**config.mk**
```make
export PLATFORM = sky130hd
export DESIGN_NAME = serial_char_receiver
export DESIGN_NICKNAME = d
export VERILOG_FILES = /design/src/rtl/char_pkg.sv /design/src/rtl/serial_char_receiver_sync_2ff.sv /design/src/rtl/serial_char_receiver.sv
export SDC_FILE = /design/constraint.sdc
export NUM_CORES = 1
export LEC_CHECK = 0
export ABC_CLOCK_PERIOD_IN_PS = 4200
export BUFFER_PORTS_ARGS = -buffer_cell sky130_fd_sc_hd__buf_2
export CAP_MARGIN = 30
export CELL_PAD_IN_SITES_DETAIL_PLACEMENT = 1
export CELL_PAD_IN_SITES_GLOBAL_PLACEMENT = 1
export CORE_MARGIN = 1.5
export CORE_UTILIZATION = 50
export DETAILED_ROUTE_END_ITERATION = 10
export GPL_TIMING_DRIVEN = 0
export PLACE_DENSITY_LB_ADDON = 0.2
export RECOVER_POWER = 50
export SYNTH_ARGS = -nofsm -noshare
export SYNTH_HDL_FRONTEND = slang
export SYNTH_SLANG_ARGS = --single-unit
```
**constraint.sdc**
```tcl
create_clock -name clock -period 4.2 [get_ports clock]
set_input_delay 1.26 -clock clock [delete_from_list [all_inputs] [get_ports clock]]
set_output_delay 1.26 -clock clock [all_outputs]
set_load 0.01 [all_outputs]
```
**src/rtl/char_pkg.sv**
```systemverilog
// Shared constants for the serial receiver and the downstream character recogniser:
// receiver FSM state encoding, ASCII constants and the case-folding helper.
package char_pkg;

    typedef enum logic [1:0] {
        IDLE  = 2'd0,
        START = 2'd1,
        DATA  = 2'd2,
        STOP  = 2'd3
    } rx_state_e;

    localparam logic [7:0] ASCII_NUL   = 8'h00;
    localparam logic [7:0] ASCII_LC_A  = 8'h61;
    localparam logic [7:0] ASCII_LC_Z  = 8'h7A;
    localparam logic [7:0] CASE_OFFSET = 8'h20;

    function automatic logic [7:0] fold(input logic [7:0] b, input logic enable);
        if (enable && (b >= ASCII_LC_A) && (b <= ASCII_LC_Z)) begin
            return b - CASE_OFFSET;
        end
        return b;
    endfunction

endpackage

```
**src/rtl/serial_char_receiver_sync_2ff.sv**
```systemverilog
// Two-flop synchroniser for the asynchronous rx line; resets to the idle-high level
// so no false start bit is seen on reset release.
module sync_2ff (
    input  logic clock,
    input  logic reset,
    input  logic d_i,
    output logic q_o
);

    logic meta_q;
    logic sync_q;

    // NOTE: sequential state uses non-blocking assignments so both flops sample the
    // pre-edge values and the chain really is two stages deep.
    always_ff @(posedge clock or negedge reset) begin
        if (!reset) begin
            meta_q <= 1'b1;
            sync_q <= 1'b1;
        end else begin
            meta_q <= d_i;
            sync_q <= meta_q;
        end
    end

    assign q_o = sync_q;

endmodule

```
**src/rtl/serial_char_receiver.sv**
```systemverilog
// 8N1 serial receiver: deserialises rx into bytes, optionally folds lowercase to
// uppercase, and presents each byte on char_o for exactly one clock (NUL otherwise).
module serial_char_receiver
    import char_pkg::*;
#(
    parameter int CLKS_PER_BIT = 16,
    parameter bit FOLD_CASE    = 1'b1
) (
    input  logic       clock,
    input  logic       reset,
    input  logic       rx,
    output logic [7:0] char_o,
    output logic       char_valid,
    output logic       framing_error,
    output logic       busy
);

    localparam int CW = $clog2(CLKS_PER_BIT);
    localparam logic [CW-1:0] HALF_LAST = CW'(CLKS_PER_BIT / 2 - 1);
    localparam logic [CW-1:0] BIT_LAST  = CW'(CLKS_PER_BIT - 1);

    rx_state_e     state_q;
    logic [CW-1:0] clk_cnt_q;
    logic [2:0]    bit_cnt_q;
    logic [7:0]    shreg_q;
    logic          rx_s;
    logic          rx_prev_q;
    logic [7:0]    char_q;
    logic          char_valid_q;
    logic          framing_error_q;

    sync_2ff u_sync (
        .clock (clock),
        .reset (reset),
        .d_i   (rx),
        .q_o   (rx_s)
    );

    always_ff @(posedge clock or negedge reset) begin
        if (!reset) begin
            state_q         <= IDLE;
            clk_cnt_q       <= '0;
            bit_cnt_q       <= '0;
            shreg_q         <= '0;
            rx_prev_q       <= 1'b1;
            char_q          <= ASCII_NUL;
            char_valid_q    <= 1'b0;
            framing_error_q <= 1'b0;
        end else begin
            rx_prev_q       <= rx_s;
            char_q          <= ASCII_NUL;
            char_valid_q    <= 1'b0;
            framing_error_q <= 1'b0;

            case (state_q)
                // Only a genuine high-to-low transition starts a frame, so a line
                // stuck low after a framing error cannot retrigger reception.
                IDLE: begin
                    if (!rx_s && rx_prev_q) begin
                        state_q   <= START;
                        clk_cnt_q <= '0;
                    end
                end

                START: begin
                    if (clk_cnt_q == HALF_LAST) begin
                        clk_cnt_q <= '0;
                        bit_cnt_q <= '0;
                        state_q   <= rx_s ? IDLE : DATA;
                    end else begin
                        clk_cnt_q <= clk_cnt_q + 1'b1;
                    end
                end

                DATA: begin
                    if (clk_cnt_q == BIT_LAST) begin
                        clk_cnt_q          <= '0;
                        shreg_q[bit_cnt_q] <= rx_s;
                        bit_cnt_q          <= bit_cnt_q + 3'd1;
                        if (bit_cnt_q == 3'd7) begin
                            state_q <= STOP;
                        end
                    end else begin
                        clk_cnt_q <= clk_cnt_q + 1'b1;
                    end
                end

                // Leaving at mid-stop gives half a bit of slack to catch a start
                // bit that immediately follows.
                STOP: begin
                    if (clk_cnt_q == BIT_LAST) begin
                        clk_cnt_q <= '0;
                        state_q   <= IDLE;
                        if (rx_s) begin
                            char_q       <= fold(shreg_q, FOLD_CASE);
                            char_valid_q <= 1'b1;
                        end else begin
                            framing_error_q <= 1'b1;
                        end
                    end else begin
                        clk_cnt_q <= clk_cnt_q + 1'b1;
                    end
                end

                default: state_q <= IDLE;
            endcase
        end
    end

    assign char_o        = char_q;
    assign char_valid    = char_valid_q;
    assign framing_error = framing_error_q;
    assign busy          = (state_q != IDLE);

endmodule

```
==> results of run 1 <==
## sequential cells by signal, indices dropped and copies added, names as in the netlist, named ones only
| register | flops |
|---|---|
| clk_cnt_q | 4 |
| u_sync.meta_q | 1 |
| char_o | 8 |
| char_valid | 1 |
| shreg_q | 8 |
| bit_cnt_q | 3 |
| framing_error | 1 |
| u_sync.q_o | 1 |
| rx_prev_q | 1 |
| state_q | 1 |
## cells by family after synthesis
logic type      Yosys count
compound gates           25
fa+ha+maj                 4
buf+inv                  13
flops                    30
mux                       9
simple gates             43
## routing by layer
| layer | track usage (%) | part of all wire [%] |
|---|---|---|
| met5 | 0 | 0 |
| met4 | 9.30 | 1.4 |
| met3 | 7.71 | 3.8 |
| met2 | 36.7 | 52 |
| met1 | 26.4 | 43 |
## power by group
group	switching (mW)	internal, mW
clock network	0.100	0.114
registers	0.0361	0.326
logic	0.161	0.111
## through the flow
stage | hold slack, ps | power [mW] | instances | setup WS, ps | cell area [µm²]
4_1_cts | 365 | 0.857 | 176 | 1390 | 1660
6_report | 369 | 0.849 | 176 | 1310 | 1660
3_5_place_dp | 348 | 0.643 | 168 | 1780 | 1580
3_3_place_gp | 349 | 0.624 | 168 | 1820 | 1580
5_1_grt | 372 | 0.898 | 176 | 1170 | 1660
2_1_floorplan | 345 | 0.574 | 124 | 2030 | 1480
## layout by cell type (no fill, tap or decap), types with 4 or more instances in the layout
master    count
ha_1          4
buf_2        13
and2_1        5
nor2_1        6
nand3_1       4
nand2_1       4
dfrtp_1      27
clkbuf_4      5
mux2_1        6
a21oi_1       6
inv_1         4
## area by class of cell
cell class	count	area, µm²
fill	293	1120
sequential	30	754
multi-input combinational	81	641
clock buffer	8	78.8
timing repair buffer	13	63.8
buffer	8	61.3
tap	31	38.8
inverter	5	18.8
## how the worst min path moves through the flow
stage,startpoint,cells past startpoint,endpoint
final,u_sync.meta_q,0,u_sync.q_o
after global routing,u_sync.meta_q,0,u_sync.q_o
after CTS,u_sync.meta_q,0,u_sync.q_o
after detailed placement,u_sync.meta_q,0,u_sync.q_o
after global placement,u_sync.meta_q,0,u_sync.q_o
after floorplan,u_sync.meta_q,0,u_sync.q_o
==> results, run 1 <==
- The slew at the pin with the worst max-slew slack is 1560 ps.
- The floorplan die area is 3290 µm².
- The depth of the most critical reg-to-reg path is 6.
- TritonCTS built the clock tree.
- From bottom edge to top edge, the die measures 57.4 µm.
- The worst setup path endpoint is busy.
- The aggregate global-route resource usage is 22.2%.
- Measured along the x axis, the die boundary spans 57.4 µm.
- The max-capacitance violation count is 1.
- The synthesized design contains 0 enable-type register cells.
- In this run, the number of DRC markers left after iteration 0 of detailed routing was 11.
- The count of buffers inserted at the top-level ports is 13.
- The count of pins over their slew limit is 31.
- For this run, the detailed router's first-pass iteration total came to 4.
- The number of antenna violations at the first check in global routing is 0.
- For this design, the slowest cell found on the critical path is dfrtp_1.
- The root buffer selected by CTS is clkbuf_4.
- The gate family responsible for the most delay along the worst path is buffers and inverters.
- The wire length reported by the detailed router is 3160 µm.
- Post-CTS repair changed the size of 0 cells.
- In the synthesized netlist the async set-or-reset flop fraction comes to 100%.
- After synthesis, the cell types taking the most area are dfrtp_1 (46%), dfstp_2 (5.3%), mux2_1 (4.6%), ha_1 (3.4%), buf_6 (2.3%).
- At the end of the flow, the number of nets in the layout was 151.
- The adder and majority cell fraction of the synthesized area is 3.38%.
- After detailed routing, the number of remaining DRC violations is 0.
- The number of gates on the worst path with buffers counted is 4.
- STA classifies the critical path startpoint as a flop.
- The final critical path takes up 68.8% of the cycle.
- Compared with the post-synthesis result, the final layout area differs by 12.0%.
- The instance count of the mapped netlist is 124.
- The area inside the core boundary is 2780 µm².
- In this run the core area contains 19 standard-cell rows.
- Once detail routing completed, the nets flagged for antenna violations numbered 0.
- Summed over all layers, the global routing overflow is 0.
- The path type of the worst min-delay path is reg2reg.
- In this run the critical register-to-register path is launched from clk_cnt_q[0].
- The setup path with the least slack is of type reg2out.
- The worst setup skew after layout is 13.0 ps.
- The HPWL after detailed placement is 2280 µm.
- The CTS buffer count is 5.
- After synthesis the cells add up to 1480 µm².
- The primary flip-flop cell chosen by synthesis mapping is dfrtp_1.
- At the end of the flow the core is filled with cells to 59.6%.
- Across all register-to-register paths, the minimum setup slack is 2380 ps.
- The most frequently used cell type in the post-synthesis netlist is dfrtp_1.
- The clock period could shrink to 2890 ps.
- Hold repair after CTS inserted 0 buffers.
- Setup violations remaining at the end of the flow were counted as 0.
- STA puts the critical path data arrival time at 1630 ps.
- The power density over cell area is 512 nW/µm².
- Synthesis inferred 30 register bits.
- The number of different library cells used by synthesis comes to 48.
- The CTS clock-pin slew for the worst setup and hold paths is 100 ps.
- The congestion estimate from routability-driven global placement came to 0.830.
- The worst setup path is captured at an output pin.
- The ratio of cells with drive above 1 in the final layout is 26.2%.
- The maximum achievable frequency is 346 MHz.
- The static leakage is 0.772 nW.
- The count of clock tree sinks is 30.
- Dividing the detail-routed wire length by the instance count gives 18.0 µm.
- The portion of netlist area occupied by mux cells is 7.02%.
- Together, buffers and inverters on the worst path number 3.
- In this run the critical register-to-register path is captured at shreg_q[7].
- The xor-xnor portion of the synthesized cell area is 0%.
- The number of top-level pins is 14.
- The total via count after detailed routing is 1063.
- The worst-case clock buffer depth is 2.
- Setup repair after global routing left no endpoint under its margin.
- The number of nets in the synthesized netlist is 131.
- The later-pin clock latency in the skew report is 340 ps.
- The complex-gate fraction of the synthesized area is 12.8%.
- The maximum number of pins on one net before global-route repair is 31.
- By area, the combinational part of the netlist is dominated by simple AND/OR/NAND/NOR gates.
- The run finished, with violations left.
- The global-route wire length before repair is 5410 µm.
- The via-per-instance ratio is 6.04.
- The portion of the post-synthesis area used by sequential elements is 51.0%.
- After clock tree synthesis, the setup repair step added 0 buffers.
- The top-area cell type share of the netlist area is 45.7%.
- The summed negative setup slack over all endpoints is 0 ps.
- A synthesized cell averages 11.9 µm².
- The post-synthesis cell type with the largest combined area is dfrtp_1.
- The H-tree was split into 2 levels.
- At the worst endpoint, the required time is 2940 ps.
- The Yosys step of the flow raised 0 warnings.
- The diode insertion count for antenna repair is 0.
- Along the worst path, the maximum fanout reaches 10.
- The number of hold violations in the final report is 0.
- IR analysis of the VDD net gives a maximum drop of 0.452 mV.
- The largest stage delay on the critical path is 430 ps.
- The initial core utilization is 53.2%.
- The normalized max-slew margin is -4.09%.
- After synthesis, the most frequently instantiated cells are dfrtp_1 (27), a21oi_1 (6), mux2_1 (6), nor2_1 (6), and2_1 (5).
- The critical path goes through clkbuf_1 -> nor2_1 -> inv_1 -> buf_2.
- The final reports fail on max-capacitance violations, max-slew violations.
- The via count of the first global-routing pass is 1134.
- The area share of and/or/nand/nor cells after synthesis is 20.1%.
Power figures use the tool's default switching activity.
==> inputs of run 2 (changes only) <==
ABC_CLOCK_PERIOD_IN_PS = 2470   (was 4200)
CORE_UTILIZATION = 42   (was 50)
clock period = 2.47 ns   (was 4.2 ns; I/O delays follow)
==> run 2 against run 1 <==
  * The run still ends with max-capacitance violations, max-slew violations left
  * Critical path depth unchanged
  * Combinational power rose by 77%
  * Hold slack got worse by 3.8 ps
  * Sequential share of layout area fell by 0.21 points
  * Sequential power rose by 71%
  * Worst setup slack worse by 1200 ps
  * Final cell count increased by 8.5%
  * Final area rose by 0.45%
  * Routed wire length shrank 1.9%
  * Power rose by 67%
  * Largest cell class unchanged
==> results, run 2 (synthesized netlist as in run 1, its figures left out) <==
- The run finished, with violations left.
- The checks that failed: max-capacitance violations, max-slew violations.
- The initial core utilization came to 44.0% (-9.2 points).
- The count of filler cells inserted in the layout is 382 (+30%).
- The number of cells upsized or downsized after cts is 0 (unchanged).
- The static leakage is 0.765 nW (-0.87%).
- The via count of the first global-routing pass is 1090 (-3.9%).
- The count of clock tree sinks came to 30 (unchanged).
- The ratio of cells with drive above 1 in the final layout was 26.9% (+0.69 points).
- The final worst slack is 129 ps (-1180 ps).
- Derived from the worst setup path, the maximum achievable clock frequency is 427 MHz.
- The library cell used most frequently in the layout, excluding fill and tap cells, is dfrtp_1.
- The instance area at placement is 1600 µm² (+1.2%).
- The post-route cell area is 1660 µm² (+0.45%).
- The total area of multi-input combinational cells was 641 µm² (unchanged).
- The data required time of the critical path is 1730 ps (-1210 ps).
- The overall overflow remaining after global route is 0 (unchanged).
- The worst path in the final design needs a cycle of 2340 ps, including I/O delays and setup.
- The maximum fanout along the worst path is 10 (unchanged).
- The horizontal die dimension was 62.3 µm (+8.6%).
- The number of H-tree levels was 2 (unchanged).
- The number of top-level pins is 14 (unchanged).
- The total iterations of the first detailed-routing run was 4 (unchanged).
- The worst-case clock buffer depth is 2 (unchanged).
- The tree is rooted in a clkbuf_4.
- The site row count was 21 (+2).
- The worst setup skew after layout is 10.1 ps (-2.94 ps).
- The count of nets left with antenna violations after detail routing came to 0 (unchanged).
- The slew at the pin with the worst max-slew slack is 1540 ps (-20.8 ps).
- The placer's final routability congestion estimate is 0.761 (-8.3%).
- Setup repair after global routing left no endpoint under its margin.
- The later-pin clock latency in the skew report was 340 ps (about the same).
- TritonCTS built the clock tree.
- The CTS buffer count is 5 (unchanged).
- The floorplan die area is 3890 µm² (+18%).
- The global-route wire length before repair was 5490 µm (+1.4%).
- The area inside the core boundary is 3360 µm² (+21%).
- The hold buffer count at cts was 0 (unchanged).
- The post-detailed-route wirelength per cell was 16.2 µm (-9.6%).
- The number of non-filler instances in the completed layout came to 191 (+8.5%).
- The CTS clock-pin slew for the worst setup and hold paths is 100 ps (about the same).
- The category of the worst setup path launch point is a flop.
- The maximum number of pins on one net before global-route repair is 31 (unchanged).
- The via-per-instance ratio is 5.51 (-8.7%).
- The setup slack at placement is 566 ps (-1210 ps).
- From synthesis to final layout, the design area changed by 12.5%.
- The summed negative setup slack over all endpoints is 0 ps (unchanged).
- The post-route clock period utilization is 94.8%.
- The critical path is of the reg2out type.
- The number of antenna violations at the first check in global routing is 0 (unchanged).
- The capturing element type of the critical path is an output pin.
- The half-perimeter wire length after placement came to 2140 µm (-6.2%).
- The number of hold violations in the final report is 0 (unchanged).
- The wire length reported by the detailed router is 3100 µm (-1.9%).
- The top cell types in the final layout, fill and taps aside, are dfrtp_1 (27), buf_2 (13), a21oi_1 (6), nor2_1 (6), mux2_1 (6).
- The smallest hold slack is 365 ps (-3.81 ps).
- The max-capacitance violation count was 1 (unchanged).
- The starting DRC count in detailed routing is 19 (+8).
- The worst hold path belongs to the class reg2reg.
- The power density over cell area is 849 nW/µm² (+66%).
- The total DRC errors in the routed layout is 0 (unchanged).
- The count of buffers inserted at the top-level ports is 13 (unchanged).
- The normalized max-slew margin is -2.70% (+1.4 points).
- The final setup violation count came to 0 (unchanged).
- The diode insertion count for antenna repair is 0 (unchanged).
- The worst hold path startpoint is u_sync.meta_q.
- The data arrival time of the critical path is 1600 ps (-30 ps).
- The number of instances in the placed design is 183 (+8.9%).
- The aggregate global-route resource usage came to 18.1% (-4.1 points).
- The worst supply voltage drop on vdd is 0.288 mV (-36%).
- The total via count after detailed routing is 1053 (-0.94%).
- The count of pins over their slew limit is 31 (unchanged).
- In this run the critical register-to-register path is launched from clk_cnt_q[0].
- The die extent in y came to 62.3 µm (+8.6%).
- The post-layout net count is 151 (unchanged).
- The post-CTS setup-driven buffer insertion count is 0 (unchanged).
- The total area of sequential cells was 754 µm² (unchanged).
==> run 2: cell type report <==
cell class / instances / area share, %
plain buffers: 8 / 3.91
clock buffers: 6 / 3.08
clock inverters: 2 / 0.752
inverters: 5 / 1.13
multi-input cells: 81 / 38.5
flip-flops and latches: 30 / 45.3
well taps: 46 / 3.46
repair buffers: 13 / 3.83
==> run 2: critical path, cell delays in order, from the launching register on <==
cell     delay [ps]
dfrtp_1         450
buf_4           200
nor2_1          290
inv_1           150
buf_2           170
==> run 2: layer usage <==
layer,wire [µm],track usage [%]
met5,0,0
met4,52,6.67
met3,84,4.89
met2,1440,27.4
met1,1520,25.1
==> run 2: final timing paths <==
check | to | slack [ps] | depth (start not counted)
min in group asynchronous | char_o[2] | 760 | 1
worst min register to register | u_sync.q_o | 360 | 0
worst max-delay path | busy | 130 | 4
worst max register to register | shreg_q[4] | 710 | 6
max in group asynchronous | bit_cnt_q[0] | 800 | 1
worst min-delay path | u_sync.q_o | 360 | 0
==> run 2: per-stage QoR <==
stage | util, % | total power, mW
2_1_floorplan | - | 0.976
3_3_place_gp | 47.6 | 1.07
3_5_place_dp | 47.6 | 1.10
4_1_cts | 49.5 | 1.42
5_1_grt | 49.5 | 1.51
6_report | 49.5 | 1.41
==> run 2: power breakdown <==
group,total (mW),leakage [nW],switching [mW],internal [mW]
sequential,0.619,0.394,0.0648,0.555
clock,0.311,0.0343,0.175,0.137
combinational,0.482,0.336,0.285,0.198
